<file path="src/rtl/seven_segment_scanner.sv">
// seven_segment_scanner
//   Multiplexed driver for a common-anode seven-segment display. It scans one
//   digit per slot, and each slot opens with a blanking gap that stops the
//   previous digit ghosting onto the next one. A snapshot of the BCD number is
//   latched at the start of every frame, so a counter rollover mid-scan cannot
//   tear the display.
//
// Optional feature: define SEVEN_SEGMENT_LEADING_ZERO_BLANK_EN to suppress
//   leading zero digits. Digit 0 is always shown.
//
// Ports:
//   clk       in   system clock
//   rst       in   synchronous active-high reset
//   enable    in   1 = display lit, 0 = anodes off (scanning continues)
//   number    in   packed BCD, digit d = number[4d+3:4d], digit 0 = LSD
//   dp_mask   in   1 = light decimal point on digit d
//   segments  out  active-low {g,f,e,d,c,b,a}
//   dp        out  active-low decimal point
//   anodes    out  active-low digit select, at most one bit low
module seven_segment_scanner #(
  parameter int unsigned NUMBER_OF_DIGITS            = 4,
  parameter int unsigned NUMBER_OF_BITS_PER_DIGIT    = 4,
  parameter int unsigned BOARD_CLOCK_FREQUENCY_IN_HZ = 100_000_000,
  parameter int unsigned DIGIT_REFRESH_RATE_IN_HZ    = 1000,
  parameter int unsigned BLANK_CYCLES                = 1000
) (
  input  logic                                                 clk,
  input  logic                                                 rst,
  input  logic                                                 enable,
  input  logic [NUMBER_OF_DIGITS*NUMBER_OF_BITS_PER_DIGIT-1:0] number,
  input  logic [NUMBER_OF_DIGITS-1:0]                          dp_mask,
  output logic [6:0]                                           segments,
  output logic                                                 dp,
  output logic [NUMBER_OF_DIGITS-1:0]                          anodes
);

  localparam int unsigned DIGIT_PERIOD_CYCLES =
    BOARD_CLOCK_FREQUENCY_IN_HZ / DIGIT_REFRESH_RATE_IN_HZ;
  localparam int unsigned BPD   = NUMBER_OF_BITS_PER_DIGIT;
  localparam int unsigned NUM_W = NUMBER_OF_DIGITS * NUMBER_OF_BITS_PER_DIGIT;
  localparam int unsigned CNT_W =
    (DIGIT_PERIOD_CYCLES > 1) ? $clog2(DIGIT_PERIOD_CYCLES) : 1;
  localparam int unsigned IDX_W =
    (NUMBER_OF_DIGITS > 1) ? $clog2(NUMBER_OF_DIGITS) : 1;

  localparam logic [CNT_W-1:0] SLOT_LAST = CNT_W'(DIGIT_PERIOD_CYCLES - 1);
  localparam logic [IDX_W-1:0] IDX_LAST  = IDX_W'(NUMBER_OF_DIGITS - 1);

  // Slot phase encoding
  localparam logic [0:0] PH_GHOST = 1'b0;
  localparam logic [0:0] PH_ON    = 1'b1;

  localparam logic [6:0] SEG_OFF  = 7'h7F;
  localparam logic [6:0] SEG_DASH = 7'h3F;

  // Reject parameter sets that would leave no visible time in a slot
  generate
    if (DIGIT_PERIOD_CYCLES == 0) begin : g_bad_period
      $error("seven_segment_scanner: DIGIT_PERIOD_CYCLES must be non-zero");
    end
    if (BLANK_CYCLES >= DIGIT_PERIOD_CYCLES) begin : g_bad_blank
      $error("seven_segment_scanner: BLANK_CYCLES must be less than DIGIT_PERIOD_CYCLES");
    end
  endgenerate

  // Active-low segment pattern for one BCD digit; non-decimal codes show a dash
  function automatic logic [6:0] decode_bcd(input logic [BPD-1:0] value);
    logic [6:0] seg;
    seg = SEG_DASH;
    case (32'(value))
      0:       seg = 7'h40;
      1:       seg = 7'h79;
      2:       seg = 7'h24;
      3:       seg = 7'h30;
      4:       seg = 7'h19;
      5:       seg = 7'h12;
      6:       seg = 7'h02;
      7:       seg = 7'h78;
      8:       seg = 7'h00;
      9:       seg = 7'h10;
      default: seg = SEG_DASH;
    endcase
    return seg;
  endfunction

  logic [CNT_W-1:0]            slot_cnt_q,  slot_cnt_d;
  logic [IDX_W-1:0]            digit_idx_q, digit_idx_d;
  logic [0:0]                  phase_q,     phase_d;
  logic [NUM_W-1:0]            snapshot_q,  snapshot_d;
  logic [NUMBER_OF_DIGITS-1:0] anodes_q,    anodes_d;
  logic [6:0]                  segments_q,  segments_d;
  logic                        dp_q,        dp_d;

  logic                        frame_start;
  logic [NUM_W-1:0]            snapshot_view;
  logic [BPD-1:0]              cur_digit;
  logic [NUMBER_OF_DIGITS-1:0] lz_suppress;
  logic                        digit_hidden;
  logic                        show_digit;

  // Slot counter, digit index, phase and frame snapshot
  always_comb begin
    slot_cnt_d  = slot_cnt_q + CNT_W'(1);
    digit_idx_d = digit_idx_q;
    if (slot_cnt_q == SLOT_LAST) begin
      slot_cnt_d  = '0;
      digit_idx_d = (digit_idx_q == IDX_LAST) ? '0 : digit_idx_q + IDX_W'(1);
    end

    phase_d = (32'(slot_cnt_d) < BLANK_CYCLES) ? PH_GHOST : PH_ON;

    // The number being latched this cycle is also what the first slot shows,
    // so a zero-length blank still displays the new frame's value.
    frame_start   = (slot_cnt_q == '0) && (digit_idx_q == '0);
    snapshot_view = frame_start ? number : snapshot_q;
    snapshot_d    = snapshot_view;
  end

  assign cur_digit = snapshot_view[32'(digit_idx_q) * BPD +: BPD];

`ifdef SEVEN_SEGMENT_LEADING_ZERO_BLANK_EN
  logic zero_run;

  // A digit is hidden when it and all digits above it are zero
  always_comb begin
    lz_suppress = '0;
    zero_run    = 1'b1;
    for (int d = int'(NUMBER_OF_DIGITS) - 1; d > 0; d--) begin
      zero_run       = zero_run & (snapshot_view[32'(d) * BPD +: BPD] == '0);
      lz_suppress[d] = zero_run;
    end
  end
`else
  always_comb begin
    lz_suppress = '0;
  end
`endif

  assign digit_hidden = lz_suppress[digit_idx_q];

  // Registered display outputs for the digit selected by the current state
  always_comb begin
    anodes_d   = '1;
    segments_d = SEG_OFF;
    dp_d       = 1'b1;
    show_digit = (phase_q == PH_ON) && !digit_hidden;
    if (show_digit) begin
      segments_d = decode_bcd(cur_digit);
      dp_d       = ~dp_mask[digit_idx_q];
      if (enable) begin
        anodes_d[digit_idx_q] = 1'b0;
      end
    end
  end

  always_ff @(posedge clk) begin
    if (rst) begin
      slot_cnt_q  <= '0;
      digit_idx_q <= '0;
      phase_q     <= PH_GHOST;
      snapshot_q  <= '0;
      anodes_q    <= '1;
      segments_q  <= SEG_OFF;
      dp_q        <= 1'b1;
    end else begin
      slot_cnt_q  <= slot_cnt_d;
      digit_idx_q <= digit_idx_d;
      phase_q     <= phase_d;
      snapshot_q  <= snapshot_d;
      anodes_q    <= anodes_d;
      segments_q  <= segments_d;
      dp_q        <= dp_d;
    end
  end

  assign anodes   = anodes_q;
  assign segments = segments_q;
  assign dp       = dp_q;

endmodule

</file>
<file path="config.mk">
export PLATFORM = sky130hd
export DESIGN_NAME = seven_segment_scanner
export DESIGN_NICKNAME = d
export VERILOG_FILES = /design/src/rtl/seven_segment_scanner.sv
export SDC_FILE = /design/constraint.sdc
export NUM_CORES = 1
export LEC_CHECK = 0
export CAP_MARGIN = 20
export CORE_MARGIN = 8
export CORE_UTILIZATION = 25
export CTS_BUF_LIST = sky130_fd_sc_hd__clkbuf_4 sky130_fd_sc_hd__clkbuf_8 sky130_fd_sc_hd__clkbuf_16
export DETAILED_ROUTE_END_ITERATION = 6
export HOLD_SLACK_MARGIN = 0.12
export PLACE_DENSITY = 0.46
export RECOVER_POWER = 25
export SYNTH_ARGS = -nofsm -noshare
export SYNTH_HDL_FRONTEND = slang
export SYNTH_SLANG_ARGS = --single-unit
</file>
<file path="constraint.sdc">
create_clock -name clk -period 6.3 [get_ports clk]
set_clock_uncertainty 0.05 [all_clocks]
set_input_delay 1.26 -clock clk [delete_from_list [all_inputs] [get_ports clk]]
set_output_delay 1.26 -clock clk [all_outputs]
set_load 0.02 [all_outputs]
</file>
==> results.ini <==
[run_status]
outcome = completed

[critical_path]
r2r_start = digit_idx_q[0]$_SDFFE_PP0N_
cp_max_fo = 24
crit_path_end_kind = register
worstSetupStartpointType = register
reg2reg_to = segments[4]$_SDFF_PP1_
crit_end = segments[4]$_SDFF_PP1_
cp_cell_sequence = inv_2 > ha_1 > nand4_1 > nor2_4 > mux4_2 > mux2_2 > inv_1 > ha_1 > inv_1 > nor4b_2 > nor3_1
r2r_slack_ps = 2970
cp.depth = 11
critPathBufInv = 3
cp.arrival_ps = 3470
cp-startpoint = digit_idx_q[0]$_SDFFE_PP0N_
r2r_cells = 11
slowest_stage = nor2_4
cp.required_ps = 6440
critPathMaxStageDelay_ps = 610
crit_family = simple AND/OR/NAND/NOR gates
worstSetupPathType = register to register

[synth]
yosys_warnings = 0
synthesis.nets = 292
synthArstFlopShare_pct = 0
synth_top_family_by_area = simple AND/OR/NAND/NOR gates
synth_fa_ha_area_share_pct = 5.961
synth_compound_area_share_pct = 6.756
netlist_area_sq_um = 2519
synth_flop_cell = dfxtp_1
synth-simple-area-share_pct = 20.22
synth_xor_area_share_pct = 5.564
synth-seq-cells = 48
synth_seq_area_share_pct = 38.15
synth.avg_cell_area_sq_um = 9.800
synth.lib_cells_used.distinct = 49
muxShareOfSynthArea_pct = 17.44
synth_cells = 257
synth_edf_count = 0

[timing]
finalSetupViolCount = 0
hold_violations = 0
maxSlewHeadroom_pct = 35.35
slew_violations = 0
worstMarginPinSlew_ps = 966.5
setup_slack_ps = 2968
fmaxAchievable_mhz = 300.2
period_share_pct = 52.88
finalCriticalPeriod_ps = 3332
fin_tns_setup_ps = 0
rsz0062_at_grt = no

[job]
cap_violations = 0

[hold_path]
hold_class = register to register

[global_routing]
overflow = 0
grt_pass1_vias = 1748
track_usage_pct = 8.153
grt_pass1_wl_microns = 8590
grt_max_degree = 27
antenna_found_initial = 0

[drt]
dr_wl_met2_microns = 2356
drtIter0Drc = 57
ant_nets = 0
vias_per_cell = 4.367
top_layer = met4
drt_pre_antenna_iters = 4
wl_microns = 5282
wl_met1_microns = 2561
wl_met3_microns = 251
dr_total_vias = 1808
drc = 0
detail_route.wl_per_cell_microns = 12.76

[clock_network]
cts_sinks = 48
clk_latency_ps = 300
cts_max_level = 2
path_clk_slew_ps = 90
clockRootBuffer = clkbuf_8
cts_resized = 0
cts_tree = done
hold_buffers = 0
cts_buffer_depth = 2
cts_setup_buffers = 0
cts_inserted_buffers = 5

[power_and_ir_drop]
total_leakage_power_uw = 0.001122
p_per_area_nw_per_um2 = 201.4
vdd_drop_max_mv = 0.08548

[placement]
dp_hpwl_microns = 3964
port_buffers = 34
routabilityCongestion = 0.7702
preCtsSetupSlack_ps = 2915

[final_layout]
layout_common_cells = 48 x dfxtp_1, 43 x nor2_1, 33 x clkdlybuf4s50_1, 21 x mux2i_1
final_common_cell = dfxtp_1
nets = 316
diodes = 0
area_growth_pct = 19.08
final_layout_size_suffix_gt1_share_pct = 9.609

[floorplanning]
die_w_microns = 116.4
start_util_pct = 25.77
fp-row-count = 36
die_h_microns = 116.4
coreArea_sq_um = 9774
die_area_sq_um = 13540
ios = 35

==> routing by layer <==
metal | up-vias | global-route usage [%]
li1 | 939 | -
met1 | 824 | 10.14
met2 | 38 | 13.10
met3 | 7 | 2.068
met4 | 0 | 3.457
met5 | - | 0
==> power by group <==
part           switching [uW]  internal, uW  leakage [uW]
clock network            98.9          80.0     0.0000445
logic                    49.8          53.5      0.000686
registers                6.89           315      0.000391
==> worst min-delay path by stage <==
stage | depth (start not counted) | slack, ps | from | endpoint
floorplan | 1 | 400 | slot_cnt_q[0]$_SDFF_PP0_ | slot_cnt_q[0]$_SDFF_PP0_
global placement | 2 | 420 | snapshot_q[4]$_SDFF_PP0_ | snapshot_q[4]$_SDFF_PP0_
detailed placement | 1 | 430 | slot_cnt_q[0]$_SDFF_PP0_ | slot_cnt_q[0]$_SDFF_PP0_
CTS | 1 | 450 | slot_cnt_q[0]$_SDFF_PP0_ | slot_cnt_q[0]$_SDFF_PP0_
global route | 2 | 480 | snapshot_q[3]$_SDFF_PP0_ | snapshot_q[3]$_SDFF_PP0_
finish | 1 | 440 | slot_cnt_q[0]$_SDFF_PP0_ | slot_cnt_q[0]$_SDFF_PP0_
==> synth_stat cells, types with 2 or more instances <==
master,number,area share [%]
inv_1,10,1.5
mux2_2,3,1.3
buf_6,3,1.3
nor2_1,43,6.4
and2_1,2,0.50
xor2_1,7,2.4
nor4_1,4,0.99
a21oi_1,6,1.2
ha_1,12,6.0
clkbuf_1,4,0.60
o21ai_1,2,0.40
xnor2_1,9,3.1
buf_2,8,1.6
dfxtp_1,48,38
nor4_2,2,0.99
nor3_1,8,1.6
nand4_1,2,0.50
nand3_1,12,2.4
a31oi_1,3,0.75
and3_1,5,1.2
mux4_2,7,6.3
mux2i_1,21,8.3
nand2_1,10,1.5
==> state kept, by name, summed over array words and instances, names as in the netlist <==
register,cells
anodes,4
phase_q,1
slot_cnt_q,17
snapshot_q,16
segments,7
dp,1
digit_idx_q,2
==> cell families (layout without fill, tap and decap cells) <==
group,count (synthesis),in the layout
xor gates and xnor gates,16,16
muxes,33,33
DFF,48,48
and+or+nand+nor,98,98
buffers and inverters,28,52
adders and majority gates,12,12
AOI/OAI and AO/OA,22,22
==> stage by stage <==
| stage | cells | area [sq um] | hold slack, ps | total power, uW | util (%) |
|---|---|---|---|---|---|
| after floorplan | 257 | 2519 | 399.0 | 409.8 | - |
| after global routing | 414 | 2999 | 477.7 | 637.6 | 30.68 |
| after detailed placement | 407 | 2918 | 431.7 | 433.1 | 29.85 |
| after CTS | 414 | 2999 | 453.2 | 615.5 | 30.68 |
| final | 414 | 2999 | 442.3 | 603.9 | 30.68 |
| after global placement | 407 | 2918 | 421.4 | 433.7 | 29.85 |
==> area by class of cell <==
type,count,area (sq um)
Sequential cell,48,960.9
Fill cell,1037,6775
Clock buffer,6,76.32
Tap cell,133,166.4
Inverter,11,41.29
Timing Repair Buffer,34,340.3
Multi-Input combinational cell,181,1409
Clock inverter,1,5.005
No activity file was read; power rests on OpenSTA's default activity.
